<file path="src/rtl/z16_pkg.sv">
// z16_pkg
// Shared definitions for the Z16 decode stage:
//   - z16_op_e   : opcode encoding (0x0-0x9 ALU, 0xA LDI, 0xB ST; 0xC-0xF are illegal)
//   - *_LSB      : fixed instruction field positions
//   - z16_dec_t  : decoded-instruction record held by the stage register
//   - z16_decode : pure decode function used at capture time
package z16_pkg;

   localparam int FIELD_W = 4;
   localparam int OPC_LSB = 0;
   localparam int RD_LSB  = 4;
   localparam int RS1_LSB = 8;
   localparam int RS2_LSB = 12;

   typedef enum logic [3:0] {
      OP_ALU0 = 4'h0,
      OP_ALU1 = 4'h1,
      OP_ALU2 = 4'h2,
      OP_ALU3 = 4'h3,
      OP_ALU4 = 4'h4,
      OP_ALU5 = 4'h5,
      OP_ALU6 = 4'h6,
      OP_ALU7 = 4'h7,
      OP_ALU8 = 4'h8,
      OP_ALU9 = 4'h9,
      OP_LDI  = 4'hA,
      OP_ST   = 4'hB
   } z16_op_e;

   // The immediate is kept as the raw 4-bit nibble; the stage sign-extends it
   // to whatever datapath width it is built with.
   typedef struct packed {
      logic [3:0] opcode;
      logic [3:0] rd;
      logic [3:0] rs1;
      logic [3:0] rs2;
      logic [3:0] imm_nib;
      logic       rd_wen;
      logic       mem_wen;
      logic [3:0] alu_ctrl;
      logic       illegal;
      logic       use_rs1;
      logic       use_rs2;
   } z16_dec_t;

   // Register address fields are always passed through; whether they matter
   // is expressed by use_rs1/use_rs2/rd_wen, which drive the hazard check.
   function automatic z16_dec_t z16_decode(input logic [15:0] instr);
      z16_dec_t d;
      d         = '0;
      d.opcode  = instr[OPC_LSB +: FIELD_W];
      d.rd      = instr[RD_LSB  +: FIELD_W];
      d.rs1     = instr[RS1_LSB +: FIELD_W];
      d.rs2     = instr[RS2_LSB +: FIELD_W];
      case (instr[OPC_LSB +: FIELD_W])
         OP_ALU0, OP_ALU1, OP_ALU2, OP_ALU3, OP_ALU4,
         OP_ALU5, OP_ALU6, OP_ALU7, OP_ALU8, OP_ALU9: begin
            d.rd_wen   = 1'b1;
            d.alu_ctrl = instr[OPC_LSB +: FIELD_W];
            d.use_rs1  = 1'b1;
            d.use_rs2  = 1'b1;
         end
         OP_LDI: begin
            d.rd_wen   = 1'b1;
            d.imm_nib  = instr[RS2_LSB +: FIELD_W];
            d.use_rs1  = 1'b1;
         end
         OP_ST: begin
            d.mem_wen  = 1'b1;
            d.imm_nib  = instr[RD_LSB +: FIELD_W];
            d.use_rs1  = 1'b1;
            d.use_rs2  = 1'b1;
         end
         default: begin
            d.illegal  = 1'b1;
         end
      endcase
      return d;
   endfunction

endpackage

</file>
<file path="src/rtl/z16_scoreboard.sv">
// z16_scoreboard
// Per-register pending-write scoreboard.
//   clk, rst_n        : clock, asynchronous active-low reset
//   set_en, set_addr  : mark a register busy (issued writer)
//   clr_en, clr_addr  : writeback completes, mark register free
//   rs1/rs2/rd_addr   : lookup addresses
//   rs1/rs2/rd_busy   : busy flags with same-cycle writeback bypass
module z16_scoreboard #(
   parameter int NREG = 16,
   localparam int AW  = $clog2(NREG)
) (
   input  logic          clk,
   input  logic          rst_n,
   input  logic          set_en,
   input  logic [AW-1:0] set_addr,
   input  logic          clr_en,
   input  logic [AW-1:0] clr_addr,
   input  logic [AW-1:0] rs1_addr,
   input  logic [AW-1:0] rs2_addr,
   input  logic [AW-1:0] rd_addr,
   output logic          rs1_busy,
   output logic          rs2_busy,
   output logic          rd_busy
);

   logic [NREG-1:0] busy;
   logic [NREG-1:0] set_mask;
   logic [NREG-1:0] clr_mask;
   logic [NREG-1:0] eff_busy;

   // One-hot masks for the set and clear requests of this cycle.
   always_comb begin
      set_mask = '0;
      clr_mask = '0;
      if (set_en) set_mask[set_addr] = 1'b1;
      if (clr_en) clr_mask[clr_addr] = 1'b1;
   end

   // A register being written back this cycle already counts as free.
   assign eff_busy = busy & ~clr_mask;

   assign rs1_busy = eff_busy[rs1_addr];
   assign rs2_busy = eff_busy[rs2_addr];
   assign rd_busy  = eff_busy[rd_addr];

   // Clear is applied first so a same-cycle set of the same register wins.
   always_ff @(posedge clk or negedge rst_n) begin
      if (!rst_n) begin
         busy <= '0;
      end else begin
         busy <= (busy & ~clr_mask) | set_mask;
      end
   end

endmodule

</file>
<file path="src/rtl/z16_decode_stage.sv">
// z16_decode_stage
// Registered Z16 decode stage between fetch and execute with a pending-write
// scoreboard holding back issue on register hazards.
//   i_clk, i_rst_n            : clock, asynchronous active-low reset
//   i_instr, i_valid, o_ready : fetch-side handshake
//   i_flush                   : drop the held instruction (redirect)
//   i_wb_valid, i_wb_addr     : writeback completion, frees a register
//   o_valid, i_ready          : execute-side handshake
//   o_opecode .. o_illegal    : decoded fields of the held instruction
// Optional macro Z16_DEC_STATS_EN adds saturating 32-bit o_issue_cnt and
// o_stall_cnt counters.
module z16_decode_stage
   import z16_pkg::*;
#(
   parameter int XLEN = 16,
   parameter int NREG = 16,
   parameter int ILEN = 16
) (
   input  logic            i_clk,
   input  logic            i_rst_n,
   input  logic [ILEN-1:0] i_instr,
   input  logic            i_valid,
   output logic            o_ready,
   input  logic            i_flush,
   input  logic            i_wb_valid,
   input  logic [3:0]      i_wb_addr,
   output logic            o_valid,
   input  logic            i_ready,
   output logic [3:0]      o_opecode,
   output logic [3:0]      o_rd_addr,
   output logic [3:0]      o_rs1_addr,
   output logic [3:0]      o_rs2_addr,
   output logic [XLEN-1:0] o_imm,
   output logic            o_rd_wen,
   output logic            o_mem_wen,
   output logic [3:0]      o_alu_ctrl,
   output logic            o_illegal
`ifdef Z16_DEC_STATS_EN
   ,
   output logic [31:0]     o_issue_cnt,
   output logic [31:0]     o_stall_cnt
`endif
);

   localparam int AW = $clog2(NREG);

   z16_dec_t held;
   logic     held_valid;
   logic     rst_done;
   logic     rs1_busy;
   logic     rs2_busy;
   logic     rd_busy;
   logic     hazard;
   logic     fire;
   logic     accept;

   z16_scoreboard #(.NREG(NREG)) u_scoreboard (
      .clk      (i_clk),
      .rst_n    (i_rst_n),
      .set_en   (fire & held.rd_wen),
      .set_addr (held.rd[AW-1:0]),
      .clr_en   (i_wb_valid),
      .clr_addr (i_wb_addr[AW-1:0]),
      .rs1_addr (held.rs1[AW-1:0]),
      .rs2_addr (held.rs2[AW-1:0]),
      .rd_addr  (held.rd[AW-1:0]),
      .rs1_busy (rs1_busy),
      .rs2_busy (rs2_busy),
      .rd_busy  (rd_busy)
   );

   assign hazard  = (held.use_rs1 & rs1_busy) |
                    (held.use_rs2 & rs2_busy) |
                    (held.rd_wen  & rd_busy);
   assign o_valid = held_valid & ~hazard;
   assign fire    = o_valid & i_ready;
   // rst_done keeps the stage closed until the first edge after reset release.
   assign o_ready = rst_done & ~i_flush & (~held_valid | fire);
   assign accept  = i_valid & o_ready;

   // Stage register: decoded fields only change on accept, so they stay
   // stable while execute back-pressures. Flush drops held_valid but a fire
   // in the same cycle still goes through on the combinational path.
   always_ff @(posedge i_clk or negedge i_rst_n) begin
      if (!i_rst_n) begin
         held_valid <= 1'b0;
         held       <= '0;
         rst_done   <= 1'b0;
      end else begin
         rst_done <= 1'b1;
         if (i_flush) begin
            held_valid <= 1'b0;
         end else if (accept) begin
            held_valid <= 1'b1;
         end else if (fire) begin
            held_valid <= 1'b0;
         end
         if (accept) begin
            held <= z16_decode(i_instr[15:0]);
         end
      end
   end

   assign o_opecode  = held.opcode;
   assign o_rd_addr  = held.rd;
   assign o_rs1_addr = held.rs1;
   assign o_rs2_addr = held.rs2;
   assign o_imm      = {{(XLEN-FIELD_W){held.imm_nib[FIELD_W-1]}}, held.imm_nib};
   assign o_rd_wen   = held.rd_wen;
   assign o_mem_wen  = held.mem_wen;
   assign o_alu_ctrl = held.alu_ctrl;
   assign o_illegal  = held.illegal;

`ifdef Z16_DEC_STATS_EN
   // Saturating issue and stall counters.
   always_ff @(posedge i_clk or negedge i_rst_n) begin
      if (!i_rst_n) begin
         o_issue_cnt <= '0;
         o_stall_cnt <= '0;
      end else begin
         if (fire && (o_issue_cnt != '1)) begin
            o_issue_cnt <= o_issue_cnt + 32'd1;
         end
         if (held_valid && hazard && (o_stall_cnt != '1)) begin
            o_stall_cnt <= o_stall_cnt + 32'd1;
         end
      end
   end
`endif

endmodule

</file>
<file path="config.mk">
export PLATFORM = sky130hd
export DESIGN_NAME = z16_decode_stage
export DESIGN_NICKNAME = d
export VERILOG_FILES = /design/src/rtl/z16_pkg.sv /design/src/rtl/z16_scoreboard.sv /design/src/rtl/z16_decode_stage.sv
export SDC_FILE = /design/constraint.sdc
export NUM_CORES = 1
export LEC_CHECK = 0
export ABC_AREA = 1
export CAP_MARGIN = 10
export CORE_MARGIN = 2
export CORE_UTILIZATION = 40
export DETAILED_ROUTE_END_ITERATION = 6
export PLACE_DENSITY = 0.65
export SETUP_SLACK_MARGIN = 0.5
export SLEW_MARGIN = 25
export SYNTH_ARGS = -nofsm -noshare
export SYNTH_HDL_FRONTEND = slang
export SYNTH_HIERARCHICAL = 1
export SYNTH_SLANG_ARGS = --single-unit
</file>
<file path="constraint.sdc">
create_clock -name i_clk -period 3.3 [get_ports i_clk]
set_input_delay 0.495 -clock i_clk [delete_from_list [all_inputs] [get_ports i_clk]]
set_output_delay 0.495 -clock i_clk [all_outputs]
set_load 0.01 [all_outputs]
</file>
# Word-level counts from Yosys, hierarchy flattened
# Cells that the tools add are included.
# word_totals
regBits	47
output_inout_bits	41
word_cells	79
# op_classes
order_cmp	6
n_eq_ne	11
muxes	22
bitwise_logic	18
n_reduce_logical	8
# op_table
op	count
16-bit 2-to-1 mux	2
11-bit OR reduction	2
4-bit by 5-bit < comparator with 1-bit output, second input constant	4
16-bit bitwise AND	1
4-bit by 3-bit == test with 1-bit output, second input constant	4
4-bit == test, second input constant	4
16-bit NOT	1
16-bit bitwise OR	1
1-bit 2-to-1 mux	13
1-bit binary-select mux with 4-bit select	3
12-bit OR reduction	1
10-bit OR reduction	1
1-bit bitwise AND	9
1-bit demux with 4-bit select	2
4-bit by 2-bit == test with 1-bit output, second input constant	2
4-bit by 1-bit >= comparator with 1-bit output, second input constant	2
4-bit case mux with 2 select lines	1
4-bit by 1-bit == test with 1-bit output, second input constant	1
4-bit zero test	1
4-bit 2-to-1 mux	1
1-bit NOT	3
1-bit bitwise OR	3
3-bit nonzero test	1
1-bit logical AND	2

# Logic depth before layout (Yosys ltp)
# Gate-level depths: netlist of the first run.
# logic_depth
word_depth	20
depth_mapped	18
depth_no_buf	16

# Cells and area by module
# The synthesis of the first run kept the hierarchy.
# by_module_without_submodules
mod	instances	cells_per_inst	area_each_um2	seq_area_each_um2
z16_decode_stage	1	228	1745.4	775.7
z16_scoreboard	1	213	1276.2	400.4

# Worst setup path after synthesis of the first run
# No wires, ideal clock.
# synth_timing
path_kind	in2out
startpoint	in i_wb_valid
endpoint	out o_ready
arrival_time_ns	1.738
slack_ns	1.067
cell_stages	15
cell_sequence	buf_6 -> nand2_2 -> nor2_2 -> nand2_1 -> nand2_2 -> nand2_1 -> nand3_1 -> nand3_1 -> nand3_1 -> nand2_1 -> nand2_1 -> nand3_2 -> o21bai_4 -> nand2_2 -> inv_1
# synth_between
elab_cells_between_ends	19
cone_classes	mux (7); bitwise (12)
# synth_rtl
element	line	text
start: declaration	z16_decode_stage.sv:25	input logic i_wb_valid,
16-bit 2-to-1 mux	z16_scoreboard.sv:36	if (clr_en) clr_mask[clr_addr] = 1'b1;
16-bit NOT	z16_scoreboard.sv:40	assign eff_busy = busy & ~clr_mask;
16-bit bitwise AND	z16_scoreboard.sv:40	
1-bit binary-select mux with 4-bit select	z16_scoreboard.sv:44	assign rd_busy = eff_busy[rd_addr];
1-bit 2-to-1 mux (not written as such)	z16_scoreboard.sv:44	
net rd_busy	z16_decode_stage.sv:52	logic rd_busy;
1-bit bitwise AND	z16_decode_stage.sv:74	(held.rd_wen & rd_busy);
1-bit bitwise OR	z16_decode_stage.sv:73	(held.use_rs2 & rs2_busy) |
1-bit NOT	z16_decode_stage.sv:75	assign o_valid = held_valid & ~hazard;
1-bit bitwise AND	z16_decode_stage.sv:75	
1-bit bitwise AND	z16_decode_stage.sv:76	assign fire = o_valid & i_ready;
1-bit bitwise OR	z16_decode_stage.sv:78	assign o_ready = rst_done & ~i_flush & (~held_valid | fire);
1-bit bitwise AND	z16_decode_stage.sv:78	
end: declaration	z16_decode_stage.sv:23	output logic o_ready,
# The timed path passes the listed nets, and every way through them passes these cells. The select of a mux whose other input is x is not followed.

# Worst setup path after layout of the first run
# layout_timing
startpoint	in i_wb_addr[1]
endpoint	out o_ready
# layout_between
elab_cells_between_ends	24
cone_classes	order compare (2); mux (9); bitwise (12); reduce/logical (1)
# layout_rtl
element	line	text
start: declaration	z16_decode_stage.sv:26	input logic [3:0] i_wb_addr,
4-bit by 5-bit < comparator with 1-bit output (not written as such) or 4-bit by 1-bit >= comparator with 1-bit output (tied branches)	z16_scoreboard.sv:36	
1-bit logical AND (not written as such)	z16_scoreboard.sv:36	
1-bit 2-to-1 mux (not written as such)	z16_scoreboard.sv:36	
1-bit demux with 4-bit select (*)	-	
16-bit 2-to-1 mux (*)	z16_scoreboard.sv:36	
16-bit NOT (*)	z16_scoreboard.sv:40	
16-bit bitwise AND (*)	z16_scoreboard.sv:40	
1-bit binary-select mux with 4-bit select (*)	z16_scoreboard.sv:44	
1-bit 2-to-1 mux (not written as such) (*)	z16_scoreboard.sv:44	
net rd_busy	z16_decode_stage.sv:52	
1-bit bitwise AND (*)	z16_decode_stage.sv:74	
1-bit bitwise OR (*)	z16_decode_stage.sv:73	
1-bit NOT (*)	z16_decode_stage.sv:75	
1-bit bitwise AND (*)	z16_decode_stage.sv:75	
1-bit bitwise AND (*)	z16_decode_stage.sv:76	
1-bit bitwise OR (*)	z16_decode_stage.sv:78	
1-bit bitwise AND (*)	z16_decode_stage.sv:78	
# The timed path passes the listed nets; every way through them passes the cells marked *. The select of a mux whose other input is x is not followed.

==> summary.txt, run 1 <==
Status
  – Status: finished clean

Logic synthesis
  – Synth Cell Area: 3020 um^2
  – FF+latch count, synth: between 40 and 50
  – Mapped Nets: ~470
  – Yosys warns: 6
  – Cell variety after synth: 20
  – Synthesized instance count: approximately 440
  – Avg Inst Size Synth: between 6 and 7 um^2
  – Post-synthesis sequential area ratio: 38.9%

Worst hold path
  – Worst hold path class: in2async

Timing
  – Worst-Margin Slew: approximately 0.58 ns
  – Max Slew Vio Count: 0
  – Tcrit/Tclk final: between 70% and 80%
  – Fin Clk Skew: between 0.005 and 0.006 ns
  – Hold WS: 0.190 ns
  – Final hold viol count: 0
  – RSZ-0062 raised after global routing: no
  – # setup viols final: 0
  – Setup TNS: 0 ns
  – Max Fclk: 0.379 GHz
  – Final period demand of the worst path: around 2.6 ns
  – Slew HR: between 60 and 70%

Setup path
  – FF-to-FF setup slack: ~0.93 ns
  – Cell mode on critical path: nand2_1
  – Data arrival, critical path: roughly 2.1 ns
  – CP endpoint kind: primary output
  – Slowest-stage cell, CP: clkdlybuf4s18_2
  – Critical Path Source Type: primary input
  – Crit path cell chain: clkdlybuf4s18_2 > inv_1 > nor2_4 > nand2_1 > nand2_2 > nand2_1 > nand3_1 > nand3_1 > nand3_1 > nand2_1 > nand2_1 > nand3_2 > o21bai_4 > nand2_2 > inv_1 > clkbuf_2
  – Critical Path Fanout Max: 5
  – Worst Reg-to-Reg Cells: 13
  – Critical Path Max Stage Delay: ~0.27 ns
  – Required @ worst endpoint: between 2 and 3 ns
  – Crit path kind: in2out

Clock tree
  – Setup bufs post-CTS: 0
  – CTS max path bufs: 2
  – Total clock sinks: between 40 and 50
  – Worst-Skew Late Latency: roughly 0.3 ns
  – H-tree depth: 2
  – Clk slew on worst S/H paths: 0.08 ns
  – CTS Buf Count: 5
  – CTS tree: done
  – CTS Root Cell: clkbuf_8
  – # hold bufs at CTS: 0

Placed design
  – GPL Wtd Cong: around 0.89
  – DP Wirelength: 5780 um
  – Buffers on Ports: 66

Floorplanning
  – Num ports: 67
  – Core area: around 7300 um^2
  – Initial Util: approximately two fifths
  – Row count: 31
  – Die X: just over 90 um
  – Chip height: 90.9 um
  – Die Area: approximately 8300 um^2

Global routing
  – Remaining global-route overflow: 0
  – GRT Util Overall: between 10% and 20%
  – Largest net degree at the start of global routing: between 40 and 50
  – Global-route wire length before repair: 13200 um
  – Number of global-route vias before repair: about 2800
  – Initial antenna violation count: 0

Cells and area
  – Layout cells sized above 1: a little over a tenth
  – Layout area overhead: 21.7%
  – Antenna Cells: 0
  – Nets@finish: ~500
  – Most frequent cells in the layout: nand2_1 (168), nand3_1 (61), clkdlybuf4s50_1 (58)
  – Fill count: around 770
  – Commonest non-fill, non-tap cell in the layout: nand2_1

Drt
  – Residual DRC count: 0
  – Post-Route WL: 7630 um
  – Detail Route Antenna Nets: 0
  – DR pass1 iterations: 4
  – WL/cell: approximately 13 um
  – Iteration-0 DRC Markers: between 100 and 150
  – DR vias/cell: ~4.9
  – DR vias: 2828

Power and ir drop
  – PwrDens: 471 nW/um^2
  – Worst IR Drop VDD: approximately 0.22 mV
  – Final Power: between 1.5 and 2 mW
  – Leak: 1.88 nW

Job
  – Max-Cap Viols: 0
layer usage:
metal	vias to the layer above	GRT usage [%]	share of wire (%)
met5	-	0	0
met4	0	6.82	1.3
met3	10	3.51	4.5
met2	71	33.1	50
met1	1329	25.1	44
li1	1418	-	-
critical path, delay by kind of cell:
kind,cells,cell delay (ns)
buffers and inverters,4,0.54
AO/OA/AOI/OAI,1,0.17
AND/OR/NAND/NOR,11,0.94
registers in the layout, summed over array words and instances (netlist names), 2 cells and up:
| register | count |
|---|---|
| u_scoreboard/busy | 16 |
| o_imm | 4 |
| o_rs1_addr | 4 |
| o_rd_addr | 4 |
| o_opecode | 4 |
| held | 2 |
| o_alu_ctrl | 4 |
| o_rs2_addr | 4 |
power by group:
part / switching, mW / leakage (nW) / internal, mW
clock: 0.188 / 0.0515 / 0.191
combinational: 0.321 / 1.21 / 0.274
sequential: 0.0992 / 0.615 / 0.659
total: 0.608 / 1.88 / 1.12
final timing paths:
path / from / to
setup / recovery: i_wb_addr[1] / o_ready
hold / removal: i_rst_n / u_scoreboard/busy[7]
setup reg to reg: o_rs2_addr[0] / u_scoreboard/busy[8]
hold reg to reg: o_alu_ctrl[2] / o_alu_ctrl[2]
max in group asynchronous: i_rst_n / o_rs1_addr[0]
min in group i_clk: o_alu_ctrl[2] / o_alu_ctrl[2]
what timing repair did:
action	CTS	global route
pin swaps	1	4
setup endpoints to repair	2	2
resized for setup	26	18
synth_stat cells, drive strengths merged:
| library cell | number | share of area [%] |
|---|---|---|
| nand2 | 181 | 23 |
| nand3 | 64 | 11 |
| dfrtp | 47 | 39 |
| buf | 45 | 11 |
| inv | 39 | 4.8 |
| o21ai | 34 | 5.6 |
| nor2 | 26 | 4.2 |
| and2 | 1 | 0.21 |
| and3 | 1 | 0.21 |
| conb | 1 | 0.12 |
| nand3b | 1 | 0.25 |
| o21bai | 1 | 0.62 |
cell families (layout without fill, tap and decap cells):
kind of cell	after synthesis	after routing	synth area share, %
and+or+nand+nor	274	274	38.8
AOI/OAI and AO/OA	35	35	6.25
other	1	1	0.124
DFF	47	47	38.9
buffers and inverters	84	121	15.9
through the flow:
step / cell area [um^2] / cells / setup slack, ns / util [%]
floorplan: 3020 / 441 / 1.07 / -
global placement: 3540 / 569 / -0.0735 / 48.5
detailed placement: 3540 / 569 / -0.0834 / 48.6
CTS: 3680 / 577 / 0.520 / 50.4
global route: 3680 / 577 / 0.503 / 50.4
finish: 3680 / 577 / 0.663 / 50.4
area by class of cell:
type | count | area, um^2 | area share [%]
well taps | 99 | 124 | 3.37
repair buffers | 74 | 706 | 19.2
multi-input cells | 310 | 1420 | 38.7
flip-flops and latches | 47 | 1180 | 32.0
clock buffers | 8 | 100 | 2.72
inverters | 39 | 146 | 3.98
Note: power is estimated with default switching activity, not from simulation.
==> run 2, diff against run 1 <==
==> constraint.sdc (replaced) <==
create_clock -name i_clk -period 2.49 [get_ports i_clk]
set_input_delay 0.3735 -clock i_clk [delete_from_list [all_inputs] [get_ports i_clk]]
set_output_delay 0.3735 -clock i_clk [all_outputs]
set_load 0.01 [all_outputs]
==> run 2 against run 1 <==
  * Critical path depth is the same
  * Setup slack got worse by 0.43 ns
  * Combinational power increased by 66%
  * Sequential power increased by 31%
  * Critical path type unchanged
  * Largest cell class unchanged
  * Highest routed layer unchanged
==> summary.txt, run 2 (same netlist as run 1, synthesis figures left out) <==
Status
  – Status: finished clean (unchanged)

Cells and area
  – Final Cell Area: 4120 um^2 (was 3680 um^2)
  – Layout cells sized above 1: 24.4% (was 10.9%)
  – Nets@finish: 516 (was 503)
  – Fill count: 721 (was 768)
  – Post-Route Utilization: 56.4% (was 50.4%)
  – Antenna Cells: 0 (unchanged)
  – Reg area: 1180 um^2 (about the same)
  – Multi-input gate area in the final layout: 1720 um^2 (was 1420 um^2)
  – Most frequent cells in the layout: nand2_1 (151), clkdlybuf4s50_1 (58), dfrtp_1 (47) (was nand2_1 (168), nand3_1 (61), clkdlybuf4s50_1 (58))
  – Max FFs per register: 16 (unchanged)
  – Layout area overhead: 36.2% (was 21.7%)
  – Largest Register: u_scoreboard/busy (unchanged)
  – Commonest non-fill, non-tap cell in the layout: nand2_1 (unchanged)

Setup path
  – CP endpoint kind: primary output (unchanged)
  – Required @ worst endpoint: 2.12 ns (was 2.80 ns)
  – FF-to-FF setup slack: 0.47 ns (was 0.93 ns)
  – Crit path kind: in2out (unchanged)
  – Critical Path Source Type: primary input (unchanged)
  – Reg-to-Reg Start: o_rs2_addr[1] (was o_rs2_addr[0])
  – Data arrival, critical path: 1.89 ns (was 2.14 ns)
  – Critical Path Fanout Max: 5 (unchanged)
  – Critical path origin: i_wb_addr[0] (was i_wb_addr[1])

Worst hold path
  – Worst hold path class: in2async (unchanged)

Power and ir drop
  – Register share of total power: 40.1% (was 43.8%)
  – Worst IR Drop VDD: 0.306 mV (was 0.219 mV)
  – Leak: 2.07 nW (was 1.88 nW)
  – PwrDens: 603 nW/um^2 (was 471 nW/um^2)
  – Final Power: 2.48 mW (was 1.73 mW)
  – Clock network power share: 20.0% (was 21.9%)
  – Comb pwr share: 39.9% (was 34.3%)
  – Pint: 1.54 mW (was 1.12 mW)
  – Sw power: 0.940 mW (was 0.608 mW)
  – Switching share of power: 37.9% (was 35.1%)

Timing
  – Fin Clk Skew: 0.00494 ns (was 0.00530 ns)
  – Final period demand of the worst path: around 2.3 ns
  – RSZ-0062 raised after global routing: yes (was no)
  – # setup viols final: 0 (unchanged)
  – Max Slew Vio Count: 0 (unchanged)
  – Tcrit/Tclk final: approximately nine tenths
  – Max Fclk: between 0.4 and 0.5 GHz
  – Final hold viol count: 0 (unchanged)
  – Setup TNS: 0 ns (unchanged)
  – Fin worst setup slack: 0.231 ns (was 0.663 ns)

Global routing
  – Initial antenna violation count: 0 (unchanged)
  – Number of global-route vias before repair: 2911 (was 2799)
  – Largest net degree at the start of global routing: 48 (unchanged)
  – GRT Util Overall: 21.1% (was 19.6%)
  – Remaining global-route overflow: 0 (unchanged)
  – Global-route wire length before repair: 14100 um (was 13200 um)

Floorplanning
  – Initial Util: 41.4% (unchanged)
  – Row count: 31 (unchanged)
  – Core area: 7290 um^2 (unchanged)
  – Die Area: 8270 um^2 (unchanged)
  – Die X: 90.9 um (unchanged)
  – Num ports: 67 (unchanged)
  – Chip height: 90.9 um (unchanged)

Drt
  – Detail Route Antenna Nets: 0 (unchanged)
  – WL/cell: 14.8 um (was 13.2 um)
  – DR vias/cell: 5.02 (was 4.90)
  – Iteration-0 DRC Markers: 167 (was 149)
  – DR pass1 iterations: 4 (unchanged)
  – Post-Route WL: 8730 um (was 7630 um)
  – DR vias: 2959 (was 2828)
  – Residual DRC count: 0 (unchanged)

Clock tree
  – H-tree depth: 2 (unchanged)
  – Total clock sinks: 47 (unchanged)
  – Worst-Skew Late Latency: 0.30 ns (about the same)
  – CTS max path bufs: 2 (unchanged)
  – CTS Root Cell: clkbuf_8 (unchanged)
  – Clk slew on worst S/H paths: 0.09 ns (was 0.08 ns)
  – CTS tree: done (unchanged)
  – CTS Buf Count: 5 (unchanged)
  – # hold bufs at CTS: 0 (unchanged)

Placed design
  – Placed inst area: 3610 um^2 (was 3540 um^2)
  – GPL Wtd Cong: 0.932 (was 0.889)
  – Post-placement worst setup slack: -0.697 ns (was -0.0834 ns)
  – DP Wirelength: 6370 um (was 5780 um)
  – Buffers on Ports: 66 (unchanged)

Job
  – Max-Cap Viols: 0 (unchanged)
==> run 2: final cells by class <==
type | count | area share, %
multi-input combinational | 311 | 41.8
sequential | 47 | 28.6
timing repair buffer | 86 | 20.7
inverter | 39 | 3.56
tap | 99 | 3.01
clock buffer | 7 | 2.10
clock inverter | 1 | 0.213
==> run 2: path summary, 6_finish.rpt <==
path | to | cells past startpoint
max | o_ready | 16
min | o_opecode[0] | 2
max reg2reg | u_scoreboard/busy[0] | 12
min reg2reg | o_imm[2] | 2
max in group asynchronous | u_scoreboard/busy[1] | 2
min in group i_clk | u_scoreboard/busy[1] | 5
==> run 2: worst max-delay path, stage by stage <==
cell and delay (ns):
buf_6 0.10, inv_1 0.07, nor2_4 0.21, nand2_2 0.11, nand2_2 0.10, nand2_1 0.06, nand3_1 0.08, nand3_1 0.08
nand3_1 0.09, nand2_1 0.07, nand2_2 0.08, nand3_4 0.10, o21bai_4 0.13, nand2_2 0.07, inv_2 0.06, buf_6 0.09
==> run 2: through the flow <==
step | instances | hold slack [ns]
finish | 590 | 0.0336
global route | 590 | 0.0519
CTS | 587 | 0.0391
detailed placement | 576 | 0.377
global placement | 576 | 0.377
floorplan | 441 | 0.0779
==> run 2: repair_timing <==
action                                 CTS  global route
gates cloned                             2             0
endpoints found under the hold margin    0             0
buffers inserted                         1             3
gates resized for setup                 81            65
pin swaps                               19            30
setup endpoints to repair               48            48
==> run 2: per-layer routing <==
layer  up-vias  routed length (um)  track usage [%]
met5         -                   0                0
met4         0                 231             6.94
met3        24                 372             3.67
met2        81                4390             37.0
met1      1402                3740             26.4
li1       1452                   -                -
==> run 2: power groups by stage <==
stage	Sequential, mW	Clock (mW)	Combinational (mW)
2_1_floorplan	0.971	0	0.566
3_3_place_gp	0.991	0	0.855
3_5_place_dp	0.992	0	0.857
4_1_cts	0.986	0.514	0.905
5_1_grt	1.01	0.537	1.08
6_report	0.996	0.497	0.990
